### src/rtl/ex_ram_arb_pkg.sv
// Shared types and helpers for the multi-PU shared-RAM arbiter.
// Imported by the arbiter core and the top-level datapath.
package ex_ram_arb_pkg;

    typedef enum logic {
        ARB_RR    = 1'b0,
        ARB_FIXED = 1'b1
    } arb_mode_e;

    // Index width never collapses to zero, even for a single PU.
    function automatic int idx_width(input int n);
        return (n <= 1) ? 1 : $clog2(n);
    endfunction

endpackage

### src/rtl/ex_rr_arbiter.sv
// Combinational request arbiter: one-hot grant, binary index, next pointer.
// The pointer register itself is held by the instantiating module.
module ex_rr_arbiter
    import ex_ram_arb_pkg::*;
#(
    parameter int PU_COUNT = 7,
    parameter int ARB_MODE = 0,
    parameter int IDX_W    = idx_width(PU_COUNT)
) (
    input  logic [PU_COUNT-1:0] req,
    input  logic [IDX_W-1:0]    ptr,
    output logic [PU_COUNT-1:0] gnt,
    output logic [IDX_W-1:0]    idx,
    output logic [IDX_W-1:0]    next_ptr,
    output logic                any
);

    localparam bit FIXED = (ARB_MODE == int'(ARB_FIXED));

    always_comb begin
        int               cand;
        int               nxt;
        logic [IDX_W-1:0] sel;
        gnt      = '0;
        idx      = '0;
        any      = 1'b0;
        cand     = 0;
        nxt      = 0;
        sel      = '0;
        next_ptr = ptr;
        // Walk from the search origin, wrapping at the top lane.
        for (int k = 0; k < PU_COUNT; k++) begin
            cand = FIXED ? k : int'(ptr) + k;
            if (cand >= PU_COUNT) begin
                cand = cand - PU_COUNT;
            end
            sel = IDX_W'(cand);
            if (!any && req[sel]) begin
                any      = 1'b1;
                gnt[sel] = 1'b1;
                idx      = sel;
            end
        end
        nxt = int'(idx) + 1;
        if (nxt >= PU_COUNT) begin
            nxt = 0;
        end
        if (any && !FIXED) begin
            next_ptr = IDX_W'(nxt);
        end
    end

endmodule

### src/rtl/ex_ram_arbiter.sv
// Shared single-port RAM arbiter: picks one PU per cycle, registers the
// RAM access and routes read data back to the requester after the latency.
module ex_ram_arbiter
    import ex_ram_arb_pkg::*;
#(
    parameter int RAM_WIDTH  = 16,
    parameter int PU_COUNT   = 7,
    parameter int ADDR_WIDTH = 10,
    parameter int RD_LATENCY = 1,
    parameter int ARB_MODE   = 0
) (
    input  logic                           clk,
    input  logic                           rst,
    input  logic [PU_COUNT-1:0]            pu_req,
    input  logic [PU_COUNT-1:0]            pu_wr_n_rd,
    input  logic [PU_COUNT*ADDR_WIDTH-1:0] pu_addr,
    input  logic [PU_COUNT*RAM_WIDTH-1:0]  pu_wr_data,
    output logic [PU_COUNT-1:0]            pu_gnt,
    output logic [PU_COUNT-1:0]            pu_rd_valid,
    output logic [RAM_WIDTH-1:0]           pu_rd_data,
    input  logic                           ram_ready,
    output logic                           ram_en,
    output logic                           ram_wr_n_rd,
    output logic [ADDR_WIDTH-1:0]          ram_addr,
    output logic [RAM_WIDTH-1:0]           ram_wr_data,
    input  logic [RAM_WIDTH-1:0]           ram_rd_data
);

    localparam int IDX_W = idx_width(PU_COUNT);

    typedef struct packed {
        logic             vld;
        logic [IDX_W-1:0] idx;
    } ret_t;

    logic [IDX_W-1:0]      rr_ptr;
    logic [IDX_W-1:0]      next_ptr;
    logic [IDX_W-1:0]      gnt_idx;
    logic [PU_COUNT-1:0]   arb_gnt;
    logic                  arb_any;
    logic                  can_grant;
    logic                  fire;
    logic                  fire_rd;
    logic                  sel_wr;
    logic [ADDR_WIDTH-1:0] sel_addr;
    logic [RAM_WIDTH-1:0]  sel_data;
    ret_t                  ret_q [RD_LATENCY+1];

    ex_rr_arbiter #(
        .PU_COUNT (PU_COUNT),
        .ARB_MODE (ARB_MODE),
        .IDX_W    (IDX_W)
    ) u_arb (
        .req      (pu_req),
        .ptr      (rr_ptr),
        .gnt      (arb_gnt),
        .idx      (gnt_idx),
        .next_ptr (next_ptr),
        .any      (arb_any)
    );

    assign can_grant = ram_ready & ~rst;
    assign fire      = can_grant & arb_any;
    assign pu_gnt    = can_grant ? arb_gnt : '0;

    assign sel_wr   = pu_wr_n_rd[gnt_idx];
    assign sel_addr = pu_addr[gnt_idx*ADDR_WIDTH +: ADDR_WIDTH];
    assign sel_data = pu_wr_data[gnt_idx*RAM_WIDTH +: RAM_WIDTH];
    assign fire_rd  = fire & ~sel_wr;

    // Pointer only moves on an actual transfer; idle and stalled cycles hold it.
    always_ff @(posedge clk) begin
        if (rst) begin
            rr_ptr <= '0;
        end else if (fire) begin
            rr_ptr <= next_ptr;
        end
    end

    always_ff @(posedge clk) begin
        if (rst) begin
            ram_en      <= 1'b0;
            ram_wr_n_rd <= 1'b0;
            ram_addr    <= '0;
            ram_wr_data <= '0;
        end else begin
            ram_en <= fire;
            if (fire) begin
                ram_wr_n_rd <= sel_wr;
                ram_addr    <= sel_addr;
                ram_wr_data <= sel_data;
            end
        end
    end

    // One slot per cycle of flight time, so back-to-back reads never collide.
    always_ff @(posedge clk) begin
        if (rst) begin
            for (int s = 0; s <= RD_LATENCY; s++) begin
                ret_q[s] <= '0;
            end
        end else begin
            ret_q[0] <= {fire_rd, gnt_idx};
            for (int s = 1; s <= RD_LATENCY; s++) begin
                ret_q[s] <= ret_q[s-1];
            end
        end
    end

    always_ff @(posedge clk) begin
        if (rst) begin
            pu_rd_data <= '0;
        end else if (ret_q[RD_LATENCY-1].vld) begin
            pu_rd_data <= ram_rd_data;
        end
    end

    always_comb begin
        pu_rd_valid = '0;
        if (ret_q[RD_LATENCY].vld) begin
            pu_rd_valid[ret_q[RD_LATENCY].idx] = 1'b1;
        end
    end

endmodule
### config.mk
export PLATFORM = sky130hd
export DESIGN_NAME = ex_ram_arbiter
export DESIGN_NICKNAME = d
export VERILOG_FILES = /design/src/rtl/ex_ram_arb_pkg.sv /design/src/rtl/ex_rr_arbiter.sv /design/src/rtl/ex_ram_arbiter.sv
export SDC_FILE = /design/constraint.sdc
export NUM_CORES = 1
export LEC_CHECK = 0
export CAP_MARGIN = 20
export CORE_UTILIZATION = 42
export CTS_CLUSTER_SIZE = 24
export DETAILED_ROUTE_END_ITERATION = 8
export GPL_TIMING_DRIVEN = 0
export PLACE_DENSITY = 0.82
export SYNTH_ARGS = -nofsm -noshare
export SYNTH_HDL_FRONTEND = slang
export SYNTH_SLANG_ARGS = --single-unit
### constraint.sdc
create_clock -name clk -period 5.3 [get_ports clk]
set_input_delay 1.06 -clock clk [delete_from_list [all_inputs] [get_ports clk]]
set_output_delay 1.06 -clock clk [all_outputs]
set_load 0.03 [all_outputs]
After elaboration in Yosys (flattened, before gate mapping)
Memories as Yosys holds them, arrays and structs flattened. Index checks and enable logic that the tools add are counted.

Memory bits (read-only): 0. Latch bits: 0. RAM bits: 8. Output and inout port bits: 58. Input bits: 215. Logic and storage cells: 151. Memories kept: 1. Register bits after elaboration: 47.

Memory list: ret_q (depth 2, width 4, rd ports 2, clocked after Yosys merged registers in 0, write ports 2, line ex_ram_arbiter.sv:47) `ret_t ret_q [RD_LATENCY+1];`.

Muxes and demuxes: 68. Multipliers: 1. Divide/modulo/power cells: 0. Bitwise gates (word level): 13. Shifts and indexed selects: 2. $add $sub $neg: 14. $lt $le $gt $ge: 25. Eq/ne operators: 0. Reduce and logical (&&, ||, !) cells: 21.

Operators by type and width (number): 112-bit by 8-bit variable part select with 16-bit output (1); 70-bit by 8-bit variable part select with 10-bit output (1); 7-bit two-way mux (9); 3-bit two-way mux (15); 7-bit OR (6); 3-bit by 4-bit < comparator with 1-bit output, second input constant (9); 4-bit by 3-bit greater-or-equal comparator with 1-bit output, second input constant (7); 1-bit two-way mux (26); 1-bit binary-select mux with 3-bit select (8); 1-bit demux with 3-bit select (8); 3-bit by 1-bit greater-or-equal comparator with 1-bit output, second input constant (8); 3-bit by 1-bit subtractor with 3-bit output, second input constant (6); 1-bit logical AND (14); 3-bit by 3-bit adder with 4-bit output, second input constant (3); 3-bit by 1-bit adder with 4-bit output, second input constant (2); 3-bit by 2-bit adder with 4-bit output, second input constant (2); 4-bit two-way mux (2); 1-bit logical NOT (6); 3-bit by 3-bit multiplier with 6-bit output, second input constant (1); 1-bit bitwise AND (3); 3-bit greater-or-equal comparator, second input constant (1); 3-bit subtractor, second input constant (1); 1-bit inverter (2); 1-bit OR (2); 2-bit AND reduction (1).

Logic depth before layout (Yosys ltp)
Gate-level depths: netlist (run 1).

Depth after elaboration: 28. Mapped depth: 19. Mapped depth without buffers: 15.

Modules after synthesis
From an unflattened synthesis (run 1), not the netlist that was laid out.

Cells, all modules: 701. Area, all modules: 5771.8 µm².

By module, submodules not included: ex_ram_arbiter (cells an instance 348, sequential area each 1101.1 µm², times used 1, area each 3390.8 µm²); ex_rr_arbiter (cells an instance 353, sequential area each 0.0 µm², times used 1, area each 2381.0 µm²).

Worst setup path after synthesis (run 1)
No wires, ideal clock.

Kind: register to output. From: reg rr_ptr[1]. To: out pu_gnt[3]. Path slack: -0.025 ns. Buffers on the path: 3. Data required time: 4.240 ns. Arrival time: 4.265 ns. Cell stages (with the launch flop): 16. Cell sequence: dfxtp_1 > buf_2 > inv_1 > ha_1 > inv_1 > fa_1 > clkbuf_1 > o21ai_1 > nor3_1 > a311oi_4 > nand3_2 > nor4_4 > a22oi_1 > nand4b_1 > clkbuf_1 > nor2b_1.

Cells in the longest elaborated chain, start to end: 24. Elaborated cells between the ends (all ways): 108. Classes of those cells: 13 x add/sub; 21 x order compare; 49 x mux; 6 x bitwise; 19 x reduce/logical.

RTL lines: start, declared (line ex_ram_arbiter.sv:36) `logic [IDX_W-1:0] rr_ptr;`; start signal, assigned (line ex_ram_arbiter.sv:76) `rr_ptr <= next_ptr;`; parallel branches: the longest is 22 deep, another holds 3-bit by 1-bit adder with 4-bit output; 7-bit two-way mux * (line ex_rr_arbiter.sv:38) `if (!any && req[sel]) begin`; 7-bit two-way mux * (line ex_ram_arbiter.sv:64) `assign pu_gnt = can_grant ? arb_gnt : '0;`; end, declared (line ex_ram_arbiter.sv:18) `output logic [PU_COUNT-1:0] pu_gnt,`.

Every way passes the cells marked *. The select of a mux whose other input is x is not followed.

Worst setup path in the final report (run 1)
From: reg rr_ptr[1]. To: out pu_gnt[5].

Same word-level chain as after synthesis.

==> results of run 1 <==
[cells by family (layout without fill, tap and decap cells)]
family	Yosys count	in the layout	synth area share, %
DFF	55	55	19.2
muxes	94	94	17.8
and+or+nand+nor	210	210	19.1
adders and majority gates	13	13	2.96
buffers and inverters	72	396	6.19
xor gates and xnor gates	7	7	1.53
AOI/OAI and AO/OA	230	230	33.2
[what timing repair did]
item | CTS | global route
gates resized for setup | 78 | 48
hold endpoints to repair | 0 | 0
setup buffers | 23 | 27
endpoints found under the setup margin | 36 | 16
pin swaps | 8 | 16
[power groups by stage]
| stage | registers (mW) | clock network (mW) | logic [mW] |
|---|---|---|---|
| 6_report | 0.625 | 0.347 | 3.72 |
| 5_1_grt | 0.635 | 0.365 | 3.92 |
| 4_1_cts | 0.623 | 0.347 | 3.49 |
| 3_5_place_dp | 0.630 | 0 | 3.30 |
| 3_3_place_gp | 0.626 | 0 | 3.30 |
| 2_1_floorplan | 0.836 | 0 | 2.04 |
[critical path, delay by kind of cell, from the launching register on]
family / cells / cell delay [ns]
AOI/OAI and AO/OA: 3 / 0.82
buffers and inverters: 7 / 1.06
muxes: 1 / 0.32
xor gates and xnor gates: 1 / 0.18
DFF: 1 / 0.37
adders and majority gates: 2 / 0.51
and+or+nand+nor: 3 / 0.64
[layer usage]
metal | GRT usage [%] | wire length, µm | vias to the layer above
met3 | 6.90 | 2030 | 69
met5 | 0 | 0 | -
met4 | 15.5 | 1310 | 0
met2 | 57.6 | 12100 | 418
met1 | 43.9 | 10100 | 3355
li1 | - | - | 3278
[sequential cells by signal, summed over array words and instances, names as in the netlist]
signal	flops
pu_rd_data	16
ram_wr_data	16
ram_addr	10
ret_q	8
rr_ptr	3
ram_en	1
ram_wr_n_rd	1
[worst paths after layout]
check	start	end	slack, ns	cells past startpoint
setup / recovery	rr_ptr[1]	pu_gnt[5]	0.03	17
hold / removal	ret_q[0][2]	ret_q[0][6]	0.44	1
setup reg to reg	rr_ptr[1]	ram_wr_data[7]	0.30	18
hold reg to reg	ret_q[0][2]	ret_q[0][6]	0.44	1
[final cells by class]
cell class / count / area [µm²] / area share, %
Multi-Input combinational cell: 554 / 4500 / 47.5
Sequential cell: 55 / 1110 / 11.7
Clock buffer: 5 / 125 / 1.32
Buffer: 59 / 372 / 3.92
Tap cell: 176 / 220 / 2.33
Inverter: 12 / 60.1 / 0.634
Timing Repair Buffer: 317 / 3050 / 32.2
Clock inverter: 3 / 27.5 / 0.291
[cell usage in the layout (no fill, tap or decap), types with 6 or more instances in the layout]
cell type        netlist  final
a211oi_2              27     28
a21oi_1               48     46
a221oi_1              52     52
a31oi_1                6      6
buf_2                 20     16
buf_4                 10     60
buf_6                  3      8
clkbuf_1              26     20
clkdlybuf4s50_1        0    260
dfxtp_1               55     52
ha_1                  12     11
inv_1                 12      8
mux2_1                20     19
mux2_2                40     40
mux2i_1               32     28
nand2_1               60     59
nand2b_1              12     12
nand3_1               17     16
nor2_1                55     55
nor2b_1               13     12
nor3_1                13     12
o21ai_0               15     12
==> metrics.txt, run 1 <==
status complete, no violations; final setup vio count 0; crit-path max FO 6; Yosys top cell area share 19.2%; Iter 0 DRT Violations 772; min Tclk post-route 5.27 ns; vias in the first global route 6,785; max incr delay on CP 0.37 ns; DR WL/cell 21.6 µm; power per standard cell area 495 mW/mm²; layout cell share with drive strength beyond 1 23.8%; number of port buffers 267; Worst slew margin 37.9%; routed vias 7,120; Switching Fraction 51.7%; clock sink count 55; Worst Hold Class reg2reg; total CTS buffers 5; TritonCTS clock tree done; initial antenna violation count 0; largest net degree at the start of global routing 20; drt drc 0; yosys warns 0; top area cells in the synthesized netlist dfxtp_1, a221oi_1, mux2_2; ys async rst share 0%; element type at the critical path start flop; post-DP HPWL 20,300 µm; synthesized flop and latch total 55; Slew Limit Fails 0; first-pass GRT wire length 38,300 µm; Int Power 2.26 mW; Req. time, crit path 4.24 ns; CTS clk-pin slew, worst paths 0.07 ns; WS Path Type reg2out; TritonRoute pass-1 iters 5; worst slack, placed -1.54 ns; switching power 2.43 mW; H-Tree Depth 2; routability cong. 1.01; die height 119 µm; die footprint 0.0141 mm²; Reg power frac 13.3%; arrival time of the worst setup path 4.21 ns; Synth Flop Type dfxtp_1; clock power share 7.4%; Ports 273; Final #Nets 1,232; mean post-synth cell area 8.43 µm²; crit path capture type output pin; final setup margin 0.0295 ns; synthesis-to-layout area growth 64.9%; area leader, netlist dfxtp_1; Core Footprint 0.0133 mm²; crit-path cells buf_8, clkinvlp_4, ha_4, inv_1, fa_2, buf_8, xnor2_4, mux2_4, a32o_2, a311oi_4, buf_6, nand3_4, buf_4, nor4_4, nand3_1, a41oi_2, buf_2; Seq/Total Area, Yosys 19.2%; Remaining Overflow, GRT 0; clock latency at the later pin of the worst-skew pair 0.30 ns; Cells after Synth 681; Final TNS setup 0 ns; Die Span X 119 µm; Mapped Area 0.00574 mm²; Placed Area 0.00864 mm²; Routed WL 25,500 µm; FILL cells 1,030; root buf cell clkbuf_16; count leader, synth nand2_1; P_leak 3.49 nW; fin area 0.00947 mm²; synth cell count leaders nand2_1, dfxtp_1, nor2_1, a221oi_1, a21oi_1; Hold Violations, Final 0; fmax 190 MHz; Max Cap Violations 0; clk buf depth 2; Final Util 71.2%; EDFF count, synth 0; Core Rows 42; worst-margin pin slew 0.928 ns; Max VDD drop 0.318 mV; Antenna diodes 0; final cell count without fillers 1,181; count of different cell masters after synthesis 88; drt via density 6.03; WHS 0.441 ns; remaining antenna violation count 0; hold buffer count at CTS 0; most used cell, CP buf_8; Critical-path top delay cell dfxtp_4; Logic pwr share 79.3%; overall power 4.69 mW; total track usage 34.9%; skew final 0.0107 ns; placed instance count 1,124; syn nets 909; RSZ-0062 raised after global routing yes; share of the clock period used by the worst path 99.4%; Starting Density 43.2%
Note: power is estimated with default switching activity, not from simulation.
==> inputs of run 2 (changes only) <==
==> constraint.sdc (replaced) <==
create_clock -name clk -period 5.5 [get_ports clk]
set_input_delay 1.1 -clock clk [delete_from_list [all_inputs] [get_ports clk]]
set_output_delay 1.1 -clock clk [all_outputs]
set_load 0.005 [all_outputs]
==> metrics.txt, run 2 (synthesized netlist as in run 1, its figures left out) <==
Final #Nets 1,207; synthesis-to-layout area growth 60.0%; R2R Path End ram_wr_data[9]; routability cong. 1.02; Switching Fraction 50.1%; Max VDD drop 0.316 mV; share of the clock period used by the worst path 98.0%; Die Span X 119 µm; worst r2r src rr_ptr[0]; Final TNS setup 0 ns; Final Util 69.1%; routed vias 7,094; max incr delay on CP 0.40 ns; TritonRoute pass-1 iters 5; fmax 186 MHz; clock latency at the later pin of the worst-skew pair 0.31 ns; crit-path leading delay family buffers and inverters; first-pass GRT wire length 37,400 µm; drt drc 0; RSZ-0062 raised after global routing yes; clock sink count 55; Hold EP ret_q[0][6]; initial antenna violation count 0; Antenna diodes 0; final setup vio count 0; layout cell share with drive strength beyond 1 20.1%; clock power share 8.1%; hold depth 1; drt via density 6.14; clk buf depth 2; root buf cell clkbuf_16; vias in the first global route 6,802; largest net degree at the start of global routing 20; Worst Hold Class reg2reg; total track usage 34.0%; Core Rows 42; CTS clk-pin slew, worst paths 0.07 ns; post-DP HPWL 19,700 µm; status complete, no violations; DR WL/cell 21.4 µm; Worst Setup SP rr_ptr[2]; Slew Limit Fails 0; Reg power frac 14.5%; P_leak 3.36 nW; Int Power 2.09 mW; Max Cap Violations 0; number of port buffers 267; most common cell after layout, fill and taps aside clkdlybuf4s50_1; crit-path cells buf_6, buf_6, clkinvlp_4, fa_2, buf_4, xnor2_4, mux2_1, a32o_2, a311oi_4, buf_6, nand3_4, nor4_4, buf_4, buf_4, nand4_1, nand4_1, nor2b_1, clkbuf_2; TritonCTS clock tree done; Hold Violations, Final 0; Routed WL 24,700 µm; Iter 0 DRT Violations 589; arrival time of the worst setup path 4.29 ns; overall power 4.20 mW; Logic pwr share 77.4%; Remaining Overflow, GRT 0; hold_sp ret_q[0][2]; Ports 273; switching power 2.10 mW; die footprint 0.0141 mm²; skew final 0.00962 ns; crit path capture type output pin; worst-margin pin slew 0.884 ns; power per standard cell area 457 mW/mm²; min Tclk post-route 5.39 ns; crit-path max FO 10; Starting Density 43.2%; H-Tree Depth 2; WP buf/inv 8; Worst slew margin 40.8%; worst reg2reg path depth 15; Core Footprint 0.0133 mm²; Largest regs pu_rd_data x16, ram_wr_data x16, ram_addr x10; Critical-path top delay cell dfxtp_4; element type at the critical path start flop; Req. time, crit path 4.40 ns; die height 119 µm; reg2reg setup slack 0.56 ns; WS Path Type reg2out; remaining antenna violation count 0; most frequent cells in the layout clkdlybuf4s50_1, nand2_1, nor2_1; total CTS buffers 5
==> run 2: cell types whose count changed in the layout (fill, tap and decap cells not counted), sizes merged <==
cell	change
inv	+1
buf	-30
dlygate4sd2	+4
clkinvlp	-1
clkdlybuf4s15	+1
==> run 2: metal layers <==
layer  share of wire (%)  vias to the layer above  track usage, %
met2                  48                      426            57.7
met3                 8.0                       59            5.84
met5                   0                        -               0
met4                 4.1                        0            13.6
li1                    -                     3233               -
met1                  40                     3376            42.6
==> run 2: area by class of cell <==
class | count | area [µm²]
clock buffers | 5 | 125
flip-flops and latches | 55 | 1110
repair buffers | 292 | 2850
plain buffers | 59 | 349
fillers | 1047 | 4110
multi-input cells | 554 | 4450
clock inverters | 3 | 27.5
inverters | 12 | 56.3
well taps | 176 | 220
==> run 2: timing repair <==
action | 4_1_cts | 5_1_grt
hold buffers | 0 | 0
gates resized for setup | 48 | 24
pin swaps | 9 | 4
setup endpoints to repair | 27 | 7
buffers inserted | 16 | 9
==> run 2: how the worst max path moves through the flow <==
stage          depth (start not counted)  slack, ns   endpoint
3_5_place_dp                          15      -1.25  pu_gnt[3]
4_1_cts                               17     -0.003  pu_gnt[3]
2_1_floorplan                         15       0.46  pu_gnt[3]
5_1_grt                               19      -0.07  pu_gnt[6]
6_report                              18       0.11  pu_gnt[6]
3_3_place_gp                          13      -1.21  pu_gnt[5]
==> run 2: power groups by stage <==
stage	Clock [mW]	Combinational (mW)	Sequential [mW]
after global placement	0	2.94	0.611
after floorplan	0	1.95	0.602
after CTS	0.337	3.11	0.607
final	0.339	3.25	0.610
after detailed placement	0	2.96	0.614
after global routing	0.355	3.42	0.622
==> run 2: metrics by stage <==
stage | setup WS, ns | instance area [µm²] | hold slack (ns) | std cells
after global routing | -0.0662 | 9190 | 0.461 | 1156
after detailed placement | -1.25 | 8640 | 0.425 | 1124
after CTS | -0.00309 | 9080 | 0.442 | 1147
after global placement | -1.21 | 8640 | 0.422 | 1124
after floorplan | 0.457 | 5740 | 0.414 | 681
final | 0.109 | 9190 | 0.440 | 1156
==> run 2: worst reg2reg max path: stages, from the launching register on <==
cell and delay [ns]:
dfxtp_2 0.37, buf_6 0.16, buf_4 0.19, inv_1 0.13, ha_1 0.31, clkbuf_4 0.21, clkinvlp_4 0.19, o31a_1 0.37
nand2_2 0.19, mux2_2 0.38, o211a_1 0.27, a31oi_1 0.78, nand2_1 0.44, clkbuf_1 0.38, a221oi_1 0.35, a211oi_2 0.12
==> inputs of run 3 (changes only) <==
--- a/config.mk
+++ b/config.mk
@@ -5,6 +5,7 @@
 export SDC_FILE = /design/constraint.sdc
 export NUM_CORES = 1
 export LEC_CHECK = 0
+export ABC_CLOCK_PERIOD_IN_PS = 5500
 export CAP_MARGIN = 20
 export CORE_UTILIZATION = 42
 export CTS_CLUSTER_SIZE = 24
==> results of run 3 <==
No change in the layout: final DEF, timing and power equal those of run 2.
==> variant: new RTL, flow settings as in run 1 <==
`PU_COUNT` is set to 7 in 2 places; all go to 14.
--- a/src/rtl/ex_rr_arbiter.sv
+++ b/src/rtl/ex_rr_arbiter.sv
@@ -4,5 +4,5 @@
     import ex_ram_arb_pkg::*;
 #(
-    parameter int PU_COUNT = 7,
+    parameter int PU_COUNT = 14,
     parameter int ARB_MODE = 0,
     parameter int IDX_W    = idx_width(PU_COUNT)
--- a/src/rtl/ex_ram_arbiter.sv
+++ b/src/rtl/ex_ram_arbiter.sv
@@ -5,5 +5,5 @@
 #(
     parameter int RAM_WIDTH  = 16,
-    parameter int PU_COUNT   = 7,
+    parameter int PU_COUNT   = 14,
     parameter int ADDR_WIDTH = 10,
     parameter int RD_LATENCY = 1,
Interface: changed (6 resized); port bits go from 273 to 483. The function was not compared with the original's and may differ.
==> variant against run 1 <==
- area after synthesis is 94% higher
- the flow now stops in global routing
==> variant: results (changes against run 1) <==
H-tree depth reported by CTS 3 (+1); Synth Warn # 0 (unchanged); number of buffers added on ports 481 (+80%); Synth top cells by count nand2_1 (334), a21oi_1 (162), nor2_1 (126); stage reached global routing; Compound-Gate Fraction of Synth Area 30.74% (-2.5 points); top_reg_cell synth dfxtp_1; Async SR Flop Fraction 0% (unchanged); Max clock buf depth 2 (unchanged); Unique masters post-synth 124 (+41%); root buf cell clkbuf_16; Mapped Nets 2057 (+130%); worst_ep kind output port; largest net degree at the start of global routing 14; XOR/XNOR share of the synthesized area 2.318% (+0.79 points); top cells by area, synth nand2_1 (11%), dfxtp_1 (10%), mux2i_1 (8.6%); Placed Cells 2439 (+120%); Tot GR Track Use 79.78%; GP Congestion 1.151 (+14%); outcome aborted with a tool error; CTS buffer count 9 (+4); mux cell area share after synthesis 12.75% (-5.1 points); Congestion Overflow GR 225; syn avg cell area 6.859 sq um (-19%); area share of fa/ha/maj cells after synthesis 2.971% (+0.0080 points); stop err [ERROR GRT-0232] Routing congestion too high. Check the congestion heatmap in the GUI.; worst setup endpoint GRT pu_gnt[6]; CTS sink count 58 (+5.5%); Seq/Total Area, Yosys 10.44% (-8.7 points); dpl hpwl 63540 um (+210%)
## variant: what timing repair did
item / CTS
pin swaps: 93
gates cloned: 3
gates resized for setup: 423
setup buffers: 91
setup endpoints to repair: 51
## variant: layer usage
layer	GRT usage [%]	GRT overflow
met4	76.86	86
met1	79.25	1
met3	68.96	0
met2	95.09	137
met5	29.36	1
## variant: logic make-up after synthesis
family          count (synthesis)
buf+inv                       143
compound gates                472
mux                           125
fa+ha+maj                      26
xor+xnor                       22
simple gates                  775
flops                          58
## variant: per-stage QoR
stage	hold WS [ns]	cell area, sq um	worst slack, ns	util [%]	setup TNS (ns)
3_5_place_dp	0.4256	16710	-2.638	64.31	-105.37
2_1_floorplan	0.4138	11450	-0.6550	-	-9.193
3_3_place_gp	0.4209	16690	-2.586	64.22	-103.19
4_1_cts	0.4403	19230	-0.9529	73.99	-25.06
